File: src/rtl/rc5_pkg.sv
// rc5_pkg: shared types and default round keys for the 16-bit RC5 decoder.
package rc5_pkg;
  typedef logic [15:0] word_t;
  typedef logic [7:0]  half_t;
  localparam half_t S0_DEF = 8'h20;
  localparam half_t S1_DEF = 8'h10;
  localparam half_t S2_DEF = 8'hFF;
  localparam half_t S3_DEF = 8'hFF;
  typedef enum logic [2:0] {IDLE, DEC_B, DEC_A, UNWHITEN, HOLD} state_t;
endpackage

File: src/rtl/rc5_rotr8.sv
// rc5_rotr8: combinational 8-bit rotate right.
//   d_i   - operand
//   amt_i - rotate amount (0 returns d_i unchanged)
//   r_o   - rotated result
module rc5_rotr8 (
  input  logic [7:0] d_i,
  input  logic [2:0] amt_i,
  output logic [7:0] r_o
);
  // Shifting the doubled operand lets the wrapped bits fall into the low byte.
  assign r_o = 8'({d_i, d_i} >> amt_i);
endmodule

File: src/rtl/rc5_dec_16bit.sv
// rc5_dec_16bit: one-round 16-bit RC5 decoder with valid/ready handshakes.
//   clock, reset   - rising-edge clock, asynchronous active-low reset
//   ct_valid, ct   - ciphertext in ([15:8]=A, [7:0]=B), accepted when ct_ready
//   ct_ready       - high only in IDLE
//   pt_valid, pt   - plaintext out, held until pt_ready
//   busy           - high outside IDLE
//   blk_cnt        - delivered plaintext word count (wraps)
module rc5_dec_16bit
  import rc5_pkg::*;
#(
  parameter half_t S0 = S0_DEF,
  parameter half_t S1 = S1_DEF,
  parameter half_t S2 = S2_DEF,
  parameter half_t S3 = S3_DEF
) (
  input  logic        clock,
  input  logic        reset,
  input  logic        ct_valid,
  input  logic [15:0] ct,
  output logic        ct_ready,
  output logic        pt_valid,
  output logic [15:0] pt,
  input  logic        pt_ready,
  output logic        busy,
  output logic [7:0]  blk_cnt
);
  state_t state_q, state_d;
  word_t  ab_q, ab_d, pt_q, pt_d;
  logic   pt_valid_q, pt_valid_d;
  half_t  cnt_q, cnt_d;
  half_t  b_sub, a_sub, rot_b, rot_a;
  assign b_sub = ab_q[7:0] - S3;
  assign a_sub = ab_q[15:8] - S2;
  rc5_rotr8 u_rot_b (.d_i(b_sub), .amt_i(ab_q[10:8]), .r_o(rot_b));
  rc5_rotr8 u_rot_a (.d_i(a_sub), .amt_i(ab_q[2:0]),  .r_o(rot_a));
  always_ff @(posedge clock or negedge reset) begin
    if (!reset) begin
      state_q    <= IDLE;
      ab_q       <= '0;
      pt_q       <= '0;
      pt_valid_q <= 1'b0;
      cnt_q      <= '0;
    end else begin
      state_q    <= state_d;
      ab_q       <= ab_d;
      pt_q       <= pt_d;
      pt_valid_q <= pt_valid_d;
      cnt_q      <= cnt_d;
    end
  end
  // DEC_A reads ab_q[7:0] after DEC_B has already rewritten it.
  always_comb begin
    state_d    = state_q;
    ab_d       = ab_q;
    pt_d       = pt_q;
    pt_valid_d = pt_valid_q;
    cnt_d      = cnt_q;
    case (state_q)
      IDLE: if (ct_valid) begin
        ab_d    = ct;
        state_d = DEC_B;
      end
      DEC_B: begin
        ab_d[7:0] = rot_b ^ ab_q[15:8];
        state_d   = DEC_A;
      end
      DEC_A: begin
        ab_d[15:8] = rot_a ^ ab_q[7:0];
        state_d    = UNWHITEN;
      end
      UNWHITEN: begin
        pt_d       = {ab_q[15:8] - S0, ab_q[7:0] - S1};
        pt_valid_d = 1'b1;
        state_d    = HOLD;
      end
      HOLD: if (pt_ready) begin
        pt_valid_d = 1'b0;
        cnt_d      = cnt_q + 8'd1;
        state_d    = IDLE;
      end
      default: state_d = IDLE;
    endcase
  end
  assign ct_ready = state_q == IDLE;
  assign busy     = state_q != IDLE;
  assign pt       = pt_q;
  assign pt_valid = pt_valid_q;
  assign blk_cnt  = cnt_q;
endmodule

File: config.mk
export PLATFORM = sky130hd
export DESIGN_NAME = rc5_dec_16bit
export DESIGN_NICKNAME = d
export VERILOG_FILES = /design/src/rtl/rc5_pkg.sv /design/src/rtl/rc5_rotr8.sv /design/src/rtl/rc5_dec_16bit.sv
export SDC_FILE = /design/constraint.sdc
export NUM_CORES = 1
export LEC_CHECK = 0
export CORE_MARGIN = 4
export CORE_UTILIZATION = 45
export CTS_BUF_LIST = sky130_fd_sc_hd__clkbuf_8
export DETAILED_ROUTE_END_ITERATION = 10
export GPL_TIMING_DRIVEN = 0
export PLACE_DENSITY_LB_ADDON = 0.15
export SLEW_MARGIN = 20
export SYNTH_ARGS = -nofsm -noshare
export SYNTH_HDL_FRONTEND = slang
export SYNTH_SLANG_ARGS = --single-unit
File: constraint.sdc
create_clock -name clock -period 2.85 [get_ports clock]
set_input_delay 0.57 -clock clock [delete_from_list [all_inputs] [get_ports clock]]
set_output_delay 0.57 -clock clock [all_outputs]
set_load 0.02 [all_outputs]
* Word-level counts from Yosys, hierarchy flattened
Cells that the tools add are included.
** Word-level totals
- Bits in registers :: 44
- Word-level logic and storage cells :: 39
- Input bits :: 20
- Output and inout port bits :: 27
** Cells by class
- Reduce and logical (&&, ||, !) cells :: 10
- Shift operators :: 2
- Equal/unequal tests :: 6
- Bitwise operators :: 2
- Add/subtract/negate cells :: 5
- Mux-type cells :: 8
** Operator list (count)
- 8-bit case mux with 2 select lines :: 2
- 16-bit by 3-bit >> shifter with 8-bit output :: 2
- 16-bit two-way mux :: 1
- 8-bit subtractor, second input constant :: 2
- 8-bit bitwise XOR :: 2
- 3-bit case mux with 5 select lines :: 1
- 2-bit AND reduction :: 5
- 8-bit by 1-bit adder with 8-bit output, second input constant :: 1
- 8-bit by 5-bit subtractor with 8-bit output, second input constant :: 1
- 8-bit by 6-bit subtractor with 8-bit output, second input constant :: 1
- 3-bit by 2-bit == test with 1-bit output, second input constant :: 2
- 3-bit two-way mux :: 2
- 2-bit nonzero test :: 3
- 2-bit inequality test, second input constant :: 2
- 3-bit by 1-bit == test with 1-bit output, second input constant :: 1
- 3-bit == test, second input constant :: 1
- 3-bit zero test :: 1
- 3-bit nonzero test :: 1
- 1-bit case mux with 2 select lines :: 1
- 1-bit two-way mux :: 1

* Logic depth before layout (Yosys ltp)
Gate-level depths: netlist of the first run.
- Word-level depth :: 4
- Mapped depth :: 8
- Mapped depth without buffers :: 7

* By module
A second synthesis of the first run with hierarchy kept.
** Second synthesis, totals
- Cells, all modules :: 256
- Area total of the unflattened synthesis :: 3065.4 µm²
** By module, submodules not included
- rc5_dec_16bit :: area each 2412.3 µm², cells each 218, seq. area each 1101.1 µm², instances 1
- rc5_rotr8 :: area each 326.6 µm², cells each 19, seq. area each 0.0 µm², instances 2

* Worst setup path after synthesis of the first run
No wires, ideal clock.
- Path kind :: register -> register
- Start :: register ab_q[0]
- End :: register ab_q[3]
- Required time :: 2.724 ns
- Library setup time :: 0.126 ns
- Period minus slack after synthesis :: 2.047 ns
- Setup slack :: 0.803 ns
- Path buffers :: 0
- Cell stages (with the launch flop) :: 8
- Arrival time :: 1.921 ns
- Cell sequence :: dfrtp_1 ha_1 and4b_1 o21ai_0 nand3_1 a2111oi_0 and3b_1 o311a_1
** Between the ends
- Word-level cells in the longest chain between the ends :: 4
** Ends and longest elaborated chain
- from (decl) :: RTL line rc5_dec_16bit.sv:28 : word_t ab_q, ab_d, pt_q, pt_d;
- from (signal assigned) :: RTL line rc5_dec_16bit.sv:39 : ab_q <= '0;
- from (signal assigned) :: RTL line rc5_dec_16bit.sv:45 : ab_q <= ab_d;
- 8-bit subtractor :: RTL line rc5_dec_16bit.sv:32 : assign b_sub = ab_q[7:0] - S3;
- 16-bit by 3-bit >> shifter with 8-bit output :: RTL line rc5_rotr8.sv:11 : assign r_o = 8'({d_i, d_i} >> amt_i);
- 8-bit bitwise XOR :: RTL line rc5_dec_16bit.sv:64 : ab_d[7:0] = rot_b ^ ab_q[15:8];
- 8-bit case mux with 2 select lines :: RTL line rc5_dec_16bit.sv:58 : case (state_q)
No other way between the ends.
A chain may end at the register's enable or synchronous reset.

* Final worst setup path of the first run
- Start :: register state_q[0]
- End :: output ct_ready
** Between the ends
- Word-level cells in the longest chain between the ends :: 1
** Ends and longest elaborated chain
- from (decl) :: RTL line rc5_dec_16bit.sv:27 : state_t state_q, state_d;
- from (signal assigned) :: RTL line rc5_dec_16bit.sv:44 : state_q <= state_d;
- 3-bit zero test :: RTL line rc5_dec_16bit.sv:84 : assign ct_ready = state_q == IDLE;
- to (decl) :: RTL line rc5_dec_16bit.sv:20 : output logic ct_ready,
No other way between the ends.

==> results of run 1 <==
[report_power, final]
| group | total (mW) | internal [mW] | switching, mW |
|---|---|---|---|
| clock network | 0.512 | 0.264 | 0.247 |
| logic | 4.06 | 1.58 | 2.47 |
| registers | 1.13 | 0.907 | 0.226 |
| total | 5.70 | 2.75 | 2.95 |
[path summary, 6_finish.rpt]
| kind | slack [ps] | depth (start not counted) | from | endpoint |
|---|---|---|---|---|
| hold reg to reg | 480 | 1 | blk_cnt[7] | blk_cnt[7] |
| setup / recovery | 130 | 5 | state_q[0] | ct_ready |
| min in group clock | 480 | 1 | blk_cnt[7] | blk_cnt[7] |
| setup reg to reg | 270 | 7 | ab_q[8] | ab_q[3] |
| max in group asynchronous | 2140 | 2 | reset | blk_cnt[1] |
| hold / removal | 200 | 1 | reset | pt[6] |
[layout by cell type (no fill, tap or decap), types with 8 or more instances in the layout]
| master | instances |
|---|---|
| clkdlybuf4s50_1 | 45 |
| nor2_1 | 25 |
| and3_1 | 8 |
| a211oi_1 | 9 |
| nor3_1 | 14 |
| nand3_1 | 18 |
| buf_2 | 11 |
| inv_1 | 9 |
| xnor2_1 | 17 |
| o21ai_0 | 26 |
| dfrtp_1 | 44 |
| clkbuf_1 | 21 |
| nand2_1 | 48 |
| a21oi_1 | 19 |
[worst reg2reg max path: stages, from the launching register on]
cell	delay, ps
dfrtp_1	460
buf_4	200
clkinv_1	340
a32oi_1	510
nand3_1	200
a2111oi_0	380
and3b_1	250
o311a_1	130
[cell type report]
type / count / area, µm²
Fill cell: 687 / 3180
Sequential cell: 44 / 1100
Tap cell: 99 / 124
Inverter: 14 / 52.6
Buffer: 37 / 165
Clock inverter: 3 / 46.3
Timing Repair Buffer: 47 / 475
Clock buffer: 5 / 68.8
Multi-Input combinational cell: 310 / 2040
[registers in the layout, summed over array words and instances (netlist names)]
signal    cells
ab_q         16
pt           16
blk_cnt       8
state_q       3
pt_valid      1
[per-stage QoR]
step           worst slack, ps  utilization  instances  power (mW)  setup TNS [ps]
2_1_floorplan              803            -        405        3.88               0
3_3_place_gp             -84.2        0.544        550        5.04           -3630
3_5_place_dp             -11.3        0.546        551        5.11           -11.3
4_1_cts                   22.7        0.562        559        5.64               0
5_1_grt                   4.68        0.562        559        6.09               0
6_report                   132        0.562        559        5.70               0
[routing by layer]
layer  part of all wire  vias up  routed length, µm
met5                  0        -                  0
met4              0.021        0                229
met3              0.078       26                837
met2               0.47      160               5040
met1               0.43     1638               4650
li1                   -     1607                  -
[logic make-up (layout without fill, tap and decap cells)]
family / count (synthesis) / in the layout
multiplexers: 12 / 12
AND/OR/NAND/NOR: 156 / 156
AO/OA/AOI/OAI: 114 / 114
buffers and inverters: 51 / 106
flip-flops: 44 / 44
XOR/XNOR: 21 / 21
adder cells (fa/ha/maj): 7 / 7
==> flow_summary.yaml, run 1 <==
yosys:
  ys_types: 63
  ys_seq_area_frac: 0.328
  synth_top_area_cell: "dfrtp_1"
  yosysTopAreaCellShare: 0.328
  synth_area_leaders: "dfrtp_1 33%, nand2_1 5.4%, xnor2_1 4.4%, o21ai_0 3.9%, a21oi_1 2.8%"
  netlist_top_cells_count: "48 x nand2_1, 44 x dfrtp_1, 26 x o21ai_0"
  synth_seq_cells: 44
  synth_simple_gate_area_frac: 0.242
  yosys.area_share.xor_xnor: 0.0547
  async_reset_ff_frac: 1.00
  synth_compound_area_frac: 0.240
  synth_nets: 432
  synth_area_um2: 3360
  avgSynthCellArea_um2: 8.30
  postSynthCellCount: 405
  synthAdderAreaFrac: 0.0261
  synth_warnings: 0
  synth_top_family_by_area: "simple AND/OR/NAND/NOR gates"
  yosysMostFrequentCell: "nand2_1"
  ys.flop_type: "dfrtp_1"
  muxShareOfSynthArea: 0.0454
  synth_edf_count: 0
setup_path:
  path_cells: "clkbuf_1 -> clkbuf_2 -> or3_1 -> inv_1 -> clkdlybuf4s50_1"
  worstSetupPathType: "flip-flop to output port"
  required_ps: 2280
  endpoint_kind: "output port"
  crit_family: "buffers and inverters"
  critPathLaunchType: "flip-flop"
  worstPathArrival_ps: 2150
  cpPeakStageDelay_ps: 590
  path_max_fanout: 10
  critPathBufInv: 4
  crit_slowest_cell: "clkdlybuf4s50_1"
power_and_ir_drop:
  p_per_area_nw_per_um2: 1400
  total_leakage_power_nw: 1.64
  ir_drop_v: 0.000615
global_routing:
  grt_pass1_wl_um: 16700
  grt_pass1_vias: 3137
  grt_max_degree: 28
  global_route.usage.met1: 0.328
  gr-usage-met3: 0.0406
  overflow: 0
  met2_usage: 0.398
  antenna_found_initial: 0
  grt.busiest_layer: "met2"
  grt_use_total: 0.242
sta:
  hold_ws_ps: 201
  final_max_slew_viol_count: 0
  final_hold_viol_count: 0
  rsz0062_at_grt: "no"
  slew_headroom: 0.440
  finalCritPeriodShare: 0.954
  finalClockSkew_ps: 7.71
  min_period_ps: 2720
  max_freq_mhz: 368
  setup_viol: 0
  worstMarginPinSlew_ps: 839
drt:
  routed_wl_um: 10700
  drt-pass1-iter-count: 5
  vias: 3431
  drt_iter0_markers: 309
  antenna_left: 0
  route.detailed.drc: 0
  wire_per_inst_um: 19.2
  viasPerCell: 6.14
place:
  finalWeightedCongestion: 0.978
  place_area_um2: 3960
  io_buffers: 46
  hpwlAfterDp_um: 7960
floorplan:
  core_region_area_um2: 7250
  rows: 31
  num_io_pins: 47
  die_w_um: 94.4
  die-area_um2: 8920
  start_util: 0.464
  fp.dieH_um: 94.4
cts:
  cts_root_buf: "clkbuf_8"
  clock-sinks: 44
  clk_latency_ps: 310
  cts_max_path_buffers: 2
  cts_buffers: 5
  h-tree-depth: 2
  post-cts-setup-buffers: 0
  cts_tree: "done"
  clk_pin_slew_ps: 100
  hold_buffers: 0
  cts_resized: 0
outcome:
  outcome: "finished clean"
run:
  max-cap-violations: 0
layout:
  n_antenna_cell: 0
  postLayoutCellArea_um2: 4080
  area_growth_pct: 21.3
  fin_nets: 486
  final_layout_size_suffix_gt1_frac: 0.0957
min_path:
  min_path_type: "input port to async pin"
Power figures use the tool's default switching activity.
==> inputs of run 2 (changes only) <==
- PLACE_DENSITY: not set -> 0.68
- PLACE_DENSITY_LB_ADDON: 0.15 -> not set
==> run 2 against run 1 <==
Effect of this change:
- sequential power is essentially flat
- hold slack lost 35 ps
- clock skew grew 1.0 ps
- cell area grew 0.15%
- die area is the same
- combinational power is essentially flat
- cell count is the same
- register-to-register slack lost 30 ps
- via count grew 0.90%
- sequential share of layout area is essentially flat
- critical endpoint unchanged
- largest cell class unchanged
==> flow_summary.yaml, run 2 (same netlist as run 1, synthesis figures left out) <==
setup_path:
  critPathBufInv: 4
  cpPeakStageDelay_ps: 590
  regToRegStartpoint: "ab_q[8]"
  reg2reg_depth: 7
  cp-startpoint: "state_q[0]"
  r2r-end: "ab_q[3]"
  worstPathArrival_ps: 2130
  endpoint_kind: "output port"
  path_cells: "clkbuf_1 -> buf_2 -> or3_1 -> inv_1 -> clkdlybuf4s50_1"
  reg2reg_setup_slack_ps: 240
  crit_family: "buffers and inverters"
  path_depth: 5
  required_ps: 2280
  cp-endpoint: "ct_ready"
  worstSetupPathType: "flip-flop to output port"
  path_max_fanout: 10
  crit_slowest_cell: "clkdlybuf4s50_1"
  critPathLaunchType: "flip-flop"
global_routing:
  antenna_found_initial: 0
  grt_pass1_wl_um: 17100
  grt_use_total: 0.247
  grt_max_degree: 30
  grt_pass1_vias: 3285
  overflow: 0
layout:
  utilization: 0.563
  final_common_cell: "nand2_1"
  n_antenna_cell: 0
  area_growth_pct: 21.5
  fin_nets: 486
  postLayoutCellArea_um2: 4080
  final_layout_size_suffix_gt1_frac: 0.0957
  final_cell_mix: "48 x nand2_1, 45 x clkdlybuf4s50_1, 44 x dfrtp_1"
sta:
  max_freq_mhz: 371
  tns_ps: 0
  final_max_slew_viol_count: 0
  finalClockSkew_ps: 8.75
  setup_viol: 0
  rsz0062_at_grt: "no"
  finalCritPeriodShare: 0.946
  worstMarginPinSlew_ps: 856
  min_period_ps: 2700
  final_hold_viol_count: 0
  slew_headroom: 0.428
drt:
  routed_wl_um: 10800
  viasPerCell: 6.19
  drt_iter0_markers: 313
  vias: 3462
  route.detailed.drc: 0
  drt-pass1-iter-count: 5
  wire_per_inst_um: 19.4
  antenna_left: 0
power_and_ir_drop:
  ir_drop_v: 0.000569
  p_per_area_nw_per_um2: 1400
  total_leakage_power_nw: 1.65
cts:
  cts_max_path_buffers: 2
  cts_root_buf: "clkbuf_8"
  h-tree-depth: 2
  clk_pin_slew_ps: 100
  clk_latency_ps: 310
  clock-sinks: 44
  cts_tree: "done"
  cts_buffers: 5
floorplan:
  core_region_area_um2: 7250
  rows: 31
  fp.dieH_um: 94.4
  num_io_pins: 47
  start_util: 0.464
  die-area_um2: 8920
  die_w_um: 94.4
run:
  max-cap-violations: 0
place:
  place_area_um2: 3960
  finalWeightedCongestion: 0.999
  hpwlAfterDp_um: 7980
  io_buffers: 46
min_path:
  min_path_type: "input port to async pin"
outcome:
  outcome: "finished clean"
-- run 2: cell types whose count changed in the layout (fill, tap and decap cells not counted) --
cell        before  now
clkinvlp_4       1    0
clkbuf_8         5    6
clkbuf_2         2    1
inv_6            1    0
clkinv_4         0    1
buf_2           11   12
-- run 2: through the flow --
stage               power (mW)  instances  setup slack (ps)  hold WS (ps)
floorplan                 3.88        405               803           274
global placement          5.04        550             -86.4           460
detailed placement        5.10        551             -19.9           465
CTS                       5.65        559              89.7           186
global route              6.10        559              56.4           194
finish                    5.72        559               154           165
-- run 2: repair_timing --
item | CTS | global route
gates resized for setup | 1 | 1
setup buffers | 0 | 0
hold buffers | 0 | 0
endpoints found under the setup margin | 2 | 1
-- run 2: area by class of cell --
type / instances / area (µm²)
clock buffers: 6 / 82.6
repair buffers: 47 / 475
clock inverters: 2 / 38.8
flip-flops and latches: 44 / 1100
fillers: 704 / 3170
multi-input cells: 310 / 2040
plain buffers: 37 / 165
inverters: 14 / 52.6
well taps: 99 / 124
-- run 2: worst min path at each step --
stage,cells after the start,to,start
floorplan,0,ab_q[0],reset
global placement,2,pt[8],pt[8]
detailed placement,1,blk_cnt[7],blk_cnt[7]
CTS,1,ab_q[2],reset
global route,1,blk_cnt[5],reset
finish,1,ab_q[2],reset
-- run 2: power by group --
part	total, mW	internal, mW	switching (mW)
combinational	4.05	1.58	2.47
sequential	1.13	0.907	0.227
clock	0.536	0.287	0.248
-- run 2: per-layer routing --
metal  track usage  part of all wire  up-vias
met1         0.334              0.43     1670
met3        0.0303             0.069       24
met2         0.405              0.48      160
li1              -                 -     1608
met5             0                 0        -
met4        0.0927             0.026        0
